`src/rtl/fp_round_arbiter.sv`:
```
// Round-robin arbiter feeding a shared FP rounding stage with a single-entry valid/ready output register.
// Optional per-requester stall counters: define FP_ROUND_ARB_PERF_EN.
module fp_round_arbiter #(
  parameter  int DATA_WIDTH = 32,
  parameter  int NUM_REQ    = 3,
  parameter  int TAG_WIDTH  = 8,
  localparam int ID_W       = $clog2(NUM_REQ)
) (
  input  logic                           clk,
  input  logic                           reset_n,
  input  logic [2:0]                     frm_i,
  input  logic [NUM_REQ-1:0]             in_valid_i,
  output logic [NUM_REQ-1:0]             in_ready_o,
  input  logic [NUM_REQ*DATA_WIDTH-1:0]  in_abs_i,
  input  logic [NUM_REQ-1:0]             in_sign_i,
  input  logic [NUM_REQ*2-1:0]           in_rs_i,
  input  logic [NUM_REQ*3-1:0]           in_rm_i,
  input  logic [NUM_REQ-1:0]             in_effsub_i,
  input  logic [NUM_REQ*TAG_WIDTH-1:0]   in_tag_i,
  output logic                           out_valid_o,
  input  logic                           out_ready_i,
  output logic [DATA_WIDTH-1:0]          out_abs_o,
  output logic                           out_sign_o,
  output logic                           out_zero_o,
  output logic                           out_nx_o,
  output logic                           out_nv_rm_o,
  output logic [ID_W-1:0]                out_req_id_o,
  output logic [TAG_WIDTH-1:0]           out_tag_o
`ifdef FP_ROUND_ARB_PERF_EN
  ,
  input  logic                           perf_clr_i,
  output logic [NUM_REQ*32-1:0]          perf_stall_o
`endif
);

  localparam logic [2:0] RM_RNE = 3'b000;
  localparam logic [2:0] RM_RTZ = 3'b001;
  localparam logic [2:0] RM_RDN = 3'b010;
  localparam logic [2:0] RM_RUP = 3'b011;
  localparam logic [2:0] RM_DYN = 3'b111;

  logic [ID_W-1:0]       rr_ptr_q, rr_ptr_d;
  logic                  out_valid_q, out_valid_d;
  logic [DATA_WIDTH-1:0] out_abs_q, out_abs_d;
  logic                  out_sign_q, out_sign_d;
  logic                  out_zero_q, out_zero_d;
  logic                  out_nx_q, out_nx_d;
  logic                  out_nv_q, out_nv_d;
  logic [ID_W-1:0]       out_id_q, out_id_d;
  logic [TAG_WIDTH-1:0]  out_tag_q, out_tag_d;

  logic                  gnt_found;
  logic [ID_W-1:0]       gnt_idx, scan_idx;
  logic                  can_accept, fire;

  // NOTE: every variable assigned in always_comb gets a default first so no latch is inferred.
  always_comb begin
    gnt_found = 1'b0;
    gnt_idx   = '0;
    scan_idx  = '0;
    for (int k = 0; k < NUM_REQ; k++) begin
      scan_idx = ID_W'((int'(rr_ptr_q) + k) % NUM_REQ);
      if (!gnt_found && in_valid_i[scan_idx]) begin
        gnt_found = 1'b1;
        gnt_idx   = scan_idx;
      end
    end
  end

  // Reset gates the grant combinationally so nothing is accepted while reset_n is low.
  assign can_accept = !out_valid_q || out_ready_i;
  assign fire       = gnt_found && can_accept && reset_n;

  always_comb begin
    in_ready_o = '0;
    for (int i = 0; i < NUM_REQ; i++) begin
      in_ready_o[i] = fire && (gnt_idx == ID_W'(i));
    end
  end

  logic [DATA_WIDTH-1:0] sel_abs;
  logic                  sel_sign, sel_effsub, sel_r, sel_s;
  logic [2:0]            sel_rm, eff_rm, rnd_rm;
  logic                  rm_nv, round_up, res_zero, res_sign;
  logic [DATA_WIDTH-1:0] res_abs;

  always_comb begin
    sel_abs    = in_abs_i[int'(gnt_idx)*DATA_WIDTH +: DATA_WIDTH];
    sel_sign   = in_sign_i[gnt_idx];
    sel_effsub = in_effsub_i[gnt_idx];
    {sel_r, sel_s} = in_rs_i[int'(gnt_idx)*2 +: 2];
    sel_rm     = in_rm_i[int'(gnt_idx)*3 +: 3];

    eff_rm = (sel_rm == RM_DYN) ? frm_i : sel_rm;
    rm_nv  = (eff_rm == 3'b101) || (eff_rm == 3'b110) || (eff_rm == 3'b111);
    rnd_rm = rm_nv ? RM_RNE : eff_rm;

    case (rnd_rm)
      RM_RNE:  round_up = sel_r & (sel_s | sel_abs[0]);
      RM_RTZ:  round_up = 1'b0;
      RM_RDN:  round_up = (sel_r | sel_s) & sel_sign;
      RM_RUP:  round_up = (sel_r | sel_s) & ~sel_sign;
      default: round_up = sel_r;
    endcase

    // Carry out of the magnitude wraps; the producer owns exponent adjustment.
    res_abs  = sel_abs + DATA_WIDTH'(round_up);
    res_zero = (sel_abs == '0) && !(sel_r | sel_s);
    res_sign = (res_zero && sel_effsub) ? (eff_rm == RM_RDN) : sel_sign;
  end

  always_comb begin
    rr_ptr_d    = rr_ptr_q;
    out_valid_d = out_valid_q;
    out_abs_d   = out_abs_q;
    out_sign_d  = out_sign_q;
    out_zero_d  = out_zero_q;
    out_nx_d    = out_nx_q;
    out_nv_d    = out_nv_q;
    out_id_d    = out_id_q;
    out_tag_d   = out_tag_q;
    if (fire) begin
      rr_ptr_d    = (gnt_idx == ID_W'(NUM_REQ - 1)) ? '0 : gnt_idx + 1'b1;
      out_valid_d = 1'b1;
      out_abs_d   = res_abs;
      out_sign_d  = res_sign;
      out_zero_d  = res_zero;
      out_nx_d    = sel_r | sel_s;
      out_nv_d    = rm_nv;
      out_id_d    = gnt_idx;
      out_tag_d   = in_tag_i[int'(gnt_idx)*TAG_WIDTH +: TAG_WIDTH];
    end else if (out_ready_i) begin
      out_valid_d = 1'b0;
    end
  end

  // NOTE: sequential state uses non-blocking assignments only, so every flop samples pre-edge values.
  always_ff @(posedge clk or negedge reset_n) begin
    if (!reset_n) begin
      rr_ptr_q    <= '0;
      out_valid_q <= 1'b0;
      out_abs_q   <= '0;
      out_sign_q  <= 1'b0;
      out_zero_q  <= 1'b0;
      out_nx_q    <= 1'b0;
      out_nv_q    <= 1'b0;
      out_id_q    <= '0;
      out_tag_q   <= '0;
    end else begin
      rr_ptr_q    <= rr_ptr_d;
      out_valid_q <= out_valid_d;
      out_abs_q   <= out_abs_d;
      out_sign_q  <= out_sign_d;
      out_zero_q  <= out_zero_d;
      out_nx_q    <= out_nx_d;
      out_nv_q    <= out_nv_d;
      out_id_q    <= out_id_d;
      out_tag_q   <= out_tag_d;
    end
  end

  assign out_valid_o  = out_valid_q;
  assign out_abs_o    = out_abs_q;
  assign out_sign_o   = out_sign_q;
  assign out_zero_o   = out_zero_q;
  assign out_nx_o     = out_nx_q;
  assign out_nv_rm_o  = out_nv_q;
  assign out_req_id_o = out_id_q;
  assign out_tag_o    = out_tag_q;

`ifdef FP_ROUND_ARB_PERF_EN
  logic [31:0] stall_q [NUM_REQ];
  logic [31:0] stall_d [NUM_REQ];

  always_comb begin
    for (int i = 0; i < NUM_REQ; i++) begin
      stall_d[i] = stall_q[i];
      if (perf_clr_i)                          stall_d[i] = '0;
      else if (in_valid_i[i] && !in_ready_o[i]) stall_d[i] = stall_q[i] + 32'd1;
    end
  end

  always_ff @(posedge clk or negedge reset_n) begin
    if (!reset_n) begin
      for (int i = 0; i < NUM_REQ; i++) stall_q[i] <= '0;
    end else begin
      for (int i = 0; i < NUM_REQ; i++) stall_q[i] <= stall_d[i];
    end
  end

  for (genvar gi = 0; gi < NUM_REQ; gi++) begin : g_perf
    assign perf_stall_o[gi*32 +: 32] = stall_q[gi];
  end
`endif

endmodule

```
`config.mk`:
```
export PLATFORM = sky130hd
export DESIGN_NAME = fp_round_arbiter
export DESIGN_NICKNAME = d
export VERILOG_FILES = /design/src/rtl/fp_round_arbiter.sv
export SDC_FILE = /design/constraint.sdc
export NUM_CORES = 1
export LEC_CHECK = 0
export CAP_MARGIN = 20
export CORE_MARGIN = 3
export CORE_UTILIZATION = 35
export DETAILED_ROUTE_END_ITERATION = 7
export PLACE_DENSITY = 0.79
export SETUP_SLACK_MARGIN = 0.05
export SYNTH_ARGS = -nofsm -noshare
export SYNTH_HDL_FRONTEND = slang
export SYNTH_SLANG_ARGS = --single-unit
export TNS_END_PERCENT = 10
```
`constraint.sdc`:
```
create_clock -name clk -period 5 [get_ports clk]
set_input_delay 1.5 -clock clk [delete_from_list [all_inputs] [get_ports clk]]
set_output_delay 1.5 -clock clk [all_outputs]
set_load 0.02 [all_outputs]
```
==> tab_implementation.tex, run 1 <==
\begin{tabular}{lr}
\hline
Metric & Value \\
\hline
\multicolumn{2}{l}{\textbf{Outcome}} \\
Status & complete, but fails checks \\
Violated checks & setup timing \\
\multicolumn{2}{l}{\textbf{STA}} \\
Setup Viol. Count Final & 7 \\
Final worst slack & -0.105 ns \\
Max frequency & 0.196 GHz \\
Crit share post-route & 102\% \\
Headroom to the max-slew limit & 50.3\% \\
Min Tclk post-route & 5.10 ns \\
Setup Skew & 0.00837 ns \\
Unrepaired setup endpoints after global routing & true \\
Setup TNS & -0.450 ns \\
Final Slew Violations & 0 \\
Transition time of the tightest slew-check pin & 0.746 ns \\
Final hold violation count & 0 \\
\multicolumn{2}{l}{\textbf{Power and ir drop}} \\
Leakage power & 0.00335 uW \\
Worst VDD drop & 0.000569 V \\
Total power per unit cell area & 742 nW/um\^{}2 \\
\multicolumn{2}{l}{\textbf{Global routing}} \\
GRT Residual Overflow & 0 \\
Maximum number of pins on one net before global-route repair & 86 \\
Vias in the first global route & 5,686 \\
Number of antenna violations at the first check in global routing & 0 \\
Total routing usage reported by global routing & 24.7\% \\
Global-route wire length before repair & 28.2 mm \\
\multicolumn{2}{l}{\textbf{Die}} \\
Area inside the core boundary & 12,200 sq um \\
Area of the die & 14,000 sq um \\
Die X-Extent & 118 um \\
Floorplan row count & 40 \\
Starting density of the core & 36.3\% \\
Die span in y & 118 um \\
Number of ports placed on the die boundary & 200 \\
\multicolumn{2}{l}{\textbf{Drt}} \\
First drt pass iteration count & 5 \\
DRC violations left & 0 \\
Detailed router's first-iteration violation count & 338 \\
Wire length reported by the detailed router & 18.0 mm \\
Detailed-route vias per instance & 5.34 \\
Wire length per cell & 17.6 um \\
Vias & 5,458 \\
Remaining number of nets flagged by the antenna check after routing & 0 \\
\multicolumn{2}{l}{\textbf{Yosys}} \\
Cell types with the largest area share after synthesis & dfrtp\_1 28\%, nand2\_1 9.4\%, mux2\_2 4.8\% \\
Post-synthesis instance area & 4420 sq um \\
Proportion of synthesized flip-flops having asynchronous set or reset & 100\% \\
Mean area per synthesized cell & 7.67 sq um \\
Cells after Synth & 576 \\
Number of flops mapped to enable cells by yosys & 0 \\
Register area share after synthesis & 27.8\% \\
Ys flop type & dfrtp\_1 \\
Register bit total from synthesis & 49 \\
Synthesized net count & 732 \\
Cell accounting for the most synthesized area & dfrtp\_1 \\
Syn. warnings & 0 \\
Fraction of synthesized cell area taken by the top area cell type & 27.8\% \\
Synth cell types & 64 \\
\multicolumn{2}{l}{\textbf{Critical path}} \\
Largest driver fanout on the critical path & 5 \\
Register-to-register setup slack & 0.13 ns \\
Required time worst endpoint & 5.16 ns \\
Setup crit start kind & input pin \\
Endpoint class of the critical path & flop \\
Class of the most critical setup path & in -> reg \\
Endpoint arrival time on the critical path & 5.26 ns \\
\multicolumn{2}{l}{\textbf{CTS}} \\
Number of clock sinks seen by CTS & 49 \\
Clock tree from TritonCTS & done \\
Clock-pin transition on the worst setup and hold timing paths & 0.07 ns \\
Cts bufs inserted & 5 \\
Maximum level of the CTS H-tree & 2 \\
Cell at the root of the clock tree & clkbuf\_16 \\
Maximum number of buffers from clock root to sink & 2 \\
Worst-Skew Late Latency & 0.30 ns \\
\multicolumn{2}{l}{\textbf{Run}} \\
Max Cap Violations & 0 \\
\multicolumn{2}{l}{\textbf{Place}} \\
Routability congestion estimate & 0.832 \\
Post-DP HPWL & 13.9 mm \\
Dpl cells & 987 \\
Number of input and output port buffers inserted & 199 \\
\multicolumn{2}{l}{\textbf{Layout}} \\
Area occupied by multi-input gates & 3140 sq um \\
Final Core Density & 63.7\% \\
Filler cell count & 996 \\
Layout cell share with drive strength beyond 1 & 22.7\% \\
Area growth from synthesis to layout & 75.3\% \\
Total number of nets in the final design & 1,010 \\
N\_diodes & 0 \\
Post-Layout Cell Count & 1,023 \\
Sequential cell area & 1230 sq um \\
\multicolumn{2}{l}{\textbf{Min path}} \\
Path type of the worst min-delay path & reg -> reg \\
\hline
\end{tabular}
stage by stage:
stage	hold WS [ns]	power, uW	setup WS, ns	area (sq um)
3_5_place_dp	0.470	4880	-1.10	7160
3_3_place_gp	0.460	4780	-0.877	7160
5_1_grt	0.510	6130	-0.227	7740
4_1_cts	0.484	5630	-0.204	7660
6_report	0.480	5750	-0.105	7740
2_1_floorplan	0.580	3140	-0.470	4530
placed cells by master, fill, tap and decap left out, types with 3 or more instances in the layout:
cell,n
nor2_1,18
o2111ai_1,13
inv_1,25
a31oi_1,3
o22ai_1,11
or2_1,3
nand2b_1,19
dlygate4sd2_1,3
a21oi_2,3
clkdlybuf4s50_1,192
a21o_1,4
clkbuf_16,5
nand2_1,109
mux2_2,17
mux2i_1,19
buf_6,17
nor3_1,11
buf_4,99
a21oi_1,37
xnor2_1,11
nand4_1,9
o221ai_1,6
o21ai_0,41
nor4_1,3
ha_1,5
dfrtp_1,49
o21ai_1,3
nor4_2,8
xor2_1,21
nand3_1,22
final timing paths:
check,start,to,depth (start not counted)
setup / recovery,in_valid_i[0],out_abs_o[27],22
hold / removal,out_tag_o[5],out_tag_o[5],2
setup reg to reg,rr_ptr_q[1],out_abs_o[27],21
hold reg to reg,out_tag_o[5],out_tag_o[5],2
max in group asynchronous,reset_n,out_abs_o[1],2
min in group asynchronous,reset_n,out_abs_o[18],2
cell type report:
class                      count  share of cell area (%)
timing repair buffer         314                    37.8
multi-input combinational    458                    40.6
inverter                      26                    1.26
clock buffer                   6                    1.66
sequential                    49                    15.8
clock inverter                 2                   0.194
tap                          168                    2.72
flip-flops by register name, indices dropped and copies added, names as in the netlist:
| signal | cells |
|---|---|
| out_abs_o | 32 |
| out_nv_rm_o | 1 |
| out_nx_o | 1 |
| out_req_id_o | 2 |
| out_sign_o | 1 |
| out_tag_o | 8 |
| out_valid_o | 1 |
| out_zero_o | 1 |
| rr_ptr_q | 2 |
per-layer routing:
layer / up-vias / GRT usage [%] / routed length (um)
met3: 41 / 6.08 / 1400
met5: - / 0 / 0
met4: 0 / 7.55 / 370
li1: 2595 / - / -
met1: 2563 / 28.1 / 6960
met2: 259 / 45.2 / 9300
logic make-up after synthesis:
group,share of synthesized area [%]
compound gates,21.0
xor+xnor,6.35
fa+ha+maj,1.93
buf+inv,7.00
flops,27.8
mux,10.3
simple gates,25.7
critical path, cell delays in order:
cell and delay (ns):
buf_4 0.12, mux2i_1 0.07, or2_4 0.27, buf_6 0.14, a41o_4 0.28, buf_6 0.13
mux2_2 0.24, mux2i_4 0.09, buf_4 0.15, nor3_4 0.16, a21oi_2 0.06, maj3_2 0.31
o22ai_2 0.12, ha_2 0.21, inv_2 0.03, or2_1 0.23, or4b_4 0.49, buf_6 0.15
buf_12 0.12, nor4_4 0.14, xor2_1 0.17, o21ai_1 0.07
cells in the mapped netlist (3+ instances only):
master	count
xor2_1	21
o221ai_1	6
nor2_1	20
o21ai_1	3
mux2i_1	20
ha_1	6
buf_1	4
a21o_1	4
buf_2	10
nor3_1	14
nor4_1	12
or2_1	3
nand2b_1	20
o2111ai_1	13
o22ai_1	12
a21oi_1	41
buf_4	4
dfrtp_1	49
nand3_1	22
nand2_1	111
buf_6	3
inv_1	26
nand4_1	9
clkbuf_1	22
a31oi_1	4
mux2_2	19
o21ai_0	41
xnor2_1	11
power breakdown:
part	total (uW)	internal (uW)	switching, uW
logic	4700	2300	2410
clock network	349	186	163
registers	695	589	106
repair_timing:
action / CTS / global route
setup endpoints to repair: 33 / 27
setup buffers: 24 / 4
gates resized for setup: 53 / 11
pin swaps: 20 / 13
hold buffers: 0 / 0
Note: power is estimated with default switching activity, not from simulation.
==> run 2, diff against run 1 <==
--- a/config.mk
+++ b/config.mk
@@ -6,8 +6,9 @@
 export NUM_CORES = 1
 export LEC_CHECK = 0
 export CAP_MARGIN = 20
-export CORE_MARGIN = 3
+export CORE_MARGIN = 4
 export CORE_UTILIZATION = 35
+export CTS_CLUSTER_DIAMETER = 200
 export DETAILED_ROUTE_END_ITERATION = 7
 export PLACE_DENSITY = 0.79
 export SETUP_SLACK_MARGIN = 0.05
==> run 2 against run 1 <==
Net effect: the flow still finishes with violations (setup timing); register-to-register slack worse by 0.10 ns; sequential share of layout area is 0.18 points lower; final area is 1.1% higher; first-iteration DRC count is 16% lower; clock-buffer cell count is 1 lower; cell count is 0.59% higher; via count is 1.4% higher; sequential cell count stayed put; total power is 1.4% higher; combinational power hardly changed; clock skew is 0.0048 ns lower; clock power is 12% higher; critical endpoint unchanged.
==> tab_implementation.tex, run 2 (synthesis gave the netlist of run 1 again) <==
\begin{tabular}{lr}
\hline
Metric & Value \\
\hline
\multicolumn{2}{l}{\textbf{Place}} \\
Post-DP HPWL & 14.0 mm \\
Number of input and output port buffers inserted & 199 \\
Routability congestion estimate & 0.870 \\
Dpl cells & 987 \\
\multicolumn{2}{l}{\textbf{STA}} \\
Setup Viol. Count Final & 7 \\
Transition time of the tightest slew-check pin & 0.693 ns \\
Headroom to the max-slew limit & 53.8\% \\
Setup Skew & 0.00359 ns \\
Final Slew Violations & 0 \\
Min Tclk post-route & 5.25 ns \\
Crit share post-route & 105\% \\
Max frequency & 0.190 GHz \\
Setup TNS & -1.43 ns \\
Final hold violation count & 0 \\
Unrepaired setup endpoints after global routing & true \\
Final worst slack & -0.250 ns \\
\multicolumn{2}{l}{\textbf{Drt}} \\
Wire length reported by the detailed router & 18.8 mm \\
Vias & 5,537 \\
First drt pass iteration count & 5 \\
Detailed router's first-iteration violation count & 284 \\
Wire length per cell & 18.2 um \\
DRC violations left & 0 \\
Detailed-route vias per instance & 5.38 \\
Remaining number of nets flagged by the antenna check after routing & 0 \\
\multicolumn{2}{l}{\textbf{CTS}} \\
Maximum level of the CTS H-tree & 2 \\
Worst-Skew Late Latency & 0.29 ns \\
Maximum number of buffers from clock root to sink & 2 \\
Cts bufs inserted & 5 \\
Clock-pin transition on the worst setup and hold timing paths & 0.07 ns \\
Number of clock sinks seen by CTS & 49 \\
Hold buffer count at CTS & 0 \\
Clock tree from TritonCTS & done \\
Cell at the root of the clock tree & clkbuf\_16 \\
\multicolumn{2}{l}{\textbf{Layout}} \\
Flip-flop count of the largest register after layout & 32 \\
Area growth from synthesis to layout & 77.3\% \\
Total number of nets in the final design & 1,017 \\
Sequential cell area & 1230 sq um \\
N\_diodes & 0 \\
Layout cell share with drive strength beyond 1 & 23.5\% \\
Filler cell count & 1,007 \\
Post-Layout Cell Count & 1,029 \\
Area occupied by multi-input gates & 3160 sq um \\
Most frequent standard cell in the layout excluding fill and tap cells & clkdlybuf4s50\_1 \\
Most used cells in the layout excluding fill and tap cells & 192 x clkdlybuf4s50\_1, 109 x nand2\_1, 104 x buf\_4, 49 x dfrtp\_1, 39 x o21ai\_0 \\
\multicolumn{2}{l}{\textbf{Min path}} \\
Endpoint of the worst hold path & out\_abs\_o[16] \\
Number of cells on the worst hold path & 2 \\
Hold Crit Start & out\_abs\_o[16] \\
Path type of the worst min-delay path & reg -> reg \\
\multicolumn{2}{l}{\textbf{Power and ir drop}} \\
Total power per unit cell area & 744 nW/um\^{}2 \\
Worst VDD drop & 0.000515 V \\
Leakage power & 0.00341 uW \\
\multicolumn{2}{l}{\textbf{Die}} \\
Area inside the core boundary & 12,200 sq um \\
Area of the die & 14,500 sq um \\
Die X-Extent & 120 um \\
Floorplan row count & 40 \\
Die span in y & 120 um \\
Starting density of the core & 36.3\% \\
Number of ports placed on the die boundary & 200 \\
\multicolumn{2}{l}{\textbf{Critical path}} \\
Largest driver fanout on the critical path & 5 \\
Reg-to-reg startpoint & rr\_ptr\_q[1] \\
Endpoint arrival time on the critical path & 5.41 ns \\
Setup crit start kind & input pin \\
Register-to-register setup slack & 0.03 ns \\
Endpoint class of the critical path & flop \\
Class of the most critical setup path & in -> reg \\
Reg-to-reg critical path endpoint & out\_abs\_o[27] \\
Required time worst endpoint & 5.16 ns \\
Number of cells on the worst reg-to-reg path & 21 \\
\multicolumn{2}{l}{\textbf{Run}} \\
Max Cap Violations & 0 \\
\multicolumn{2}{l}{\textbf{Outcome}} \\
Violated checks & setup timing \\
Status & complete, but fails checks \\
\multicolumn{2}{l}{\textbf{Global routing}} \\
Vias in the first global route & 5,887 \\
Total routing usage reported by global routing & 24.9\% \\
Maximum number of pins on one net before global-route repair & 66 \\
GRT Residual Overflow & 0 \\
Number of antenna violations at the first check in global routing & 0 \\
Global-route wire length before repair & 28.9 mm \\
\hline
\end{tabular}
==> run 2: repair_timing <==
item,CTS,global route
pin swaps,19,16
resized for setup,47,31
setup endpoints to repair,32,22
buffers inserted,30,6
==> run 2: layer usage <==
layer / vias up / part of all wire [%] / track usage, %
li1: 2614 / - / -
met1: 2634 / 39 / 28.1
met2: 248 / 51 / 45.8
met3: 41 / 7.7 / 6.31
met4: 0 / 2.3 / 8.00
met5: - / 0 / 0
==> run 2: how the worst max path moves through the flow <==
stage                  startpoint       endpoint  depth (start not counted)
finish              in_valid_i[2]  out_abs_o[27]                         20
global route        in_valid_i[1]  out_abs_o[11]                         21
CTS                 in_valid_i[1]  out_abs_o[31]                         20
detailed placement  in_valid_i[1]  out_abs_o[31]                         19
global placement    in_valid_i[1]  out_abs_o[31]                         19
floorplan           in_valid_i[1]  out_abs_o[31]                         21
==> run 2: final cells by class <==
type / count / share of cell area (%)
clock buffers: 5 / 1.60
clock inverters: 2 / 0.447
inverters: 26 / 1.25
multi-input cells: 458 / 40.3
flip-flops and latches: 49 / 15.7
well taps: 168 / 2.68
repair buffers: 321 / 38.0
==> run 2: through the flow <==
step / setup WS (ns) / util [%] / cell area [sq um] / total power, uW / hold WS [ns]
floorplan: -0.470 / - / 4530 / 3140 / 0.580
global placement: -0.880 / 58.8 / 7160 / 4760 / 0.462
detailed placement: -1.16 / 58.8 / 7160 / 4850 / 0.471
CTS: -0.181 / 63.1 / 7670 / 5610 / 0.486
global route: -0.424 / 64.4 / 7830 / 6190 / 0.507
finish: -0.250 / 64.4 / 7830 / 5820 / 0.478
==> run 2: critical path: stages <==
cell	delay [ns]
buf_8	0.11
and3b_4	0.19
a32oi_4	0.28
a41o_1	0.30
nand2_4	0.07
a31oi_4	0.16
or3b_4	0.43
nor3_4	0.22
a21oi_2	0.07
maj3_2	0.31
o22ai_2	0.12
ha_2	0.21
inv_2	0.04
or2_4	0.24
or4b_4	0.48
buf_6	0.15
buf_4	0.13
nor4_4	0.14
xor2_1	0.18
o21ai_1	0.07
==> run 2: power by group <==
part	internal (uW)	total [uW]	switching, uW
Combinational	2290	4730	2440
Sequential	589	702	112
Clock	233	391	158
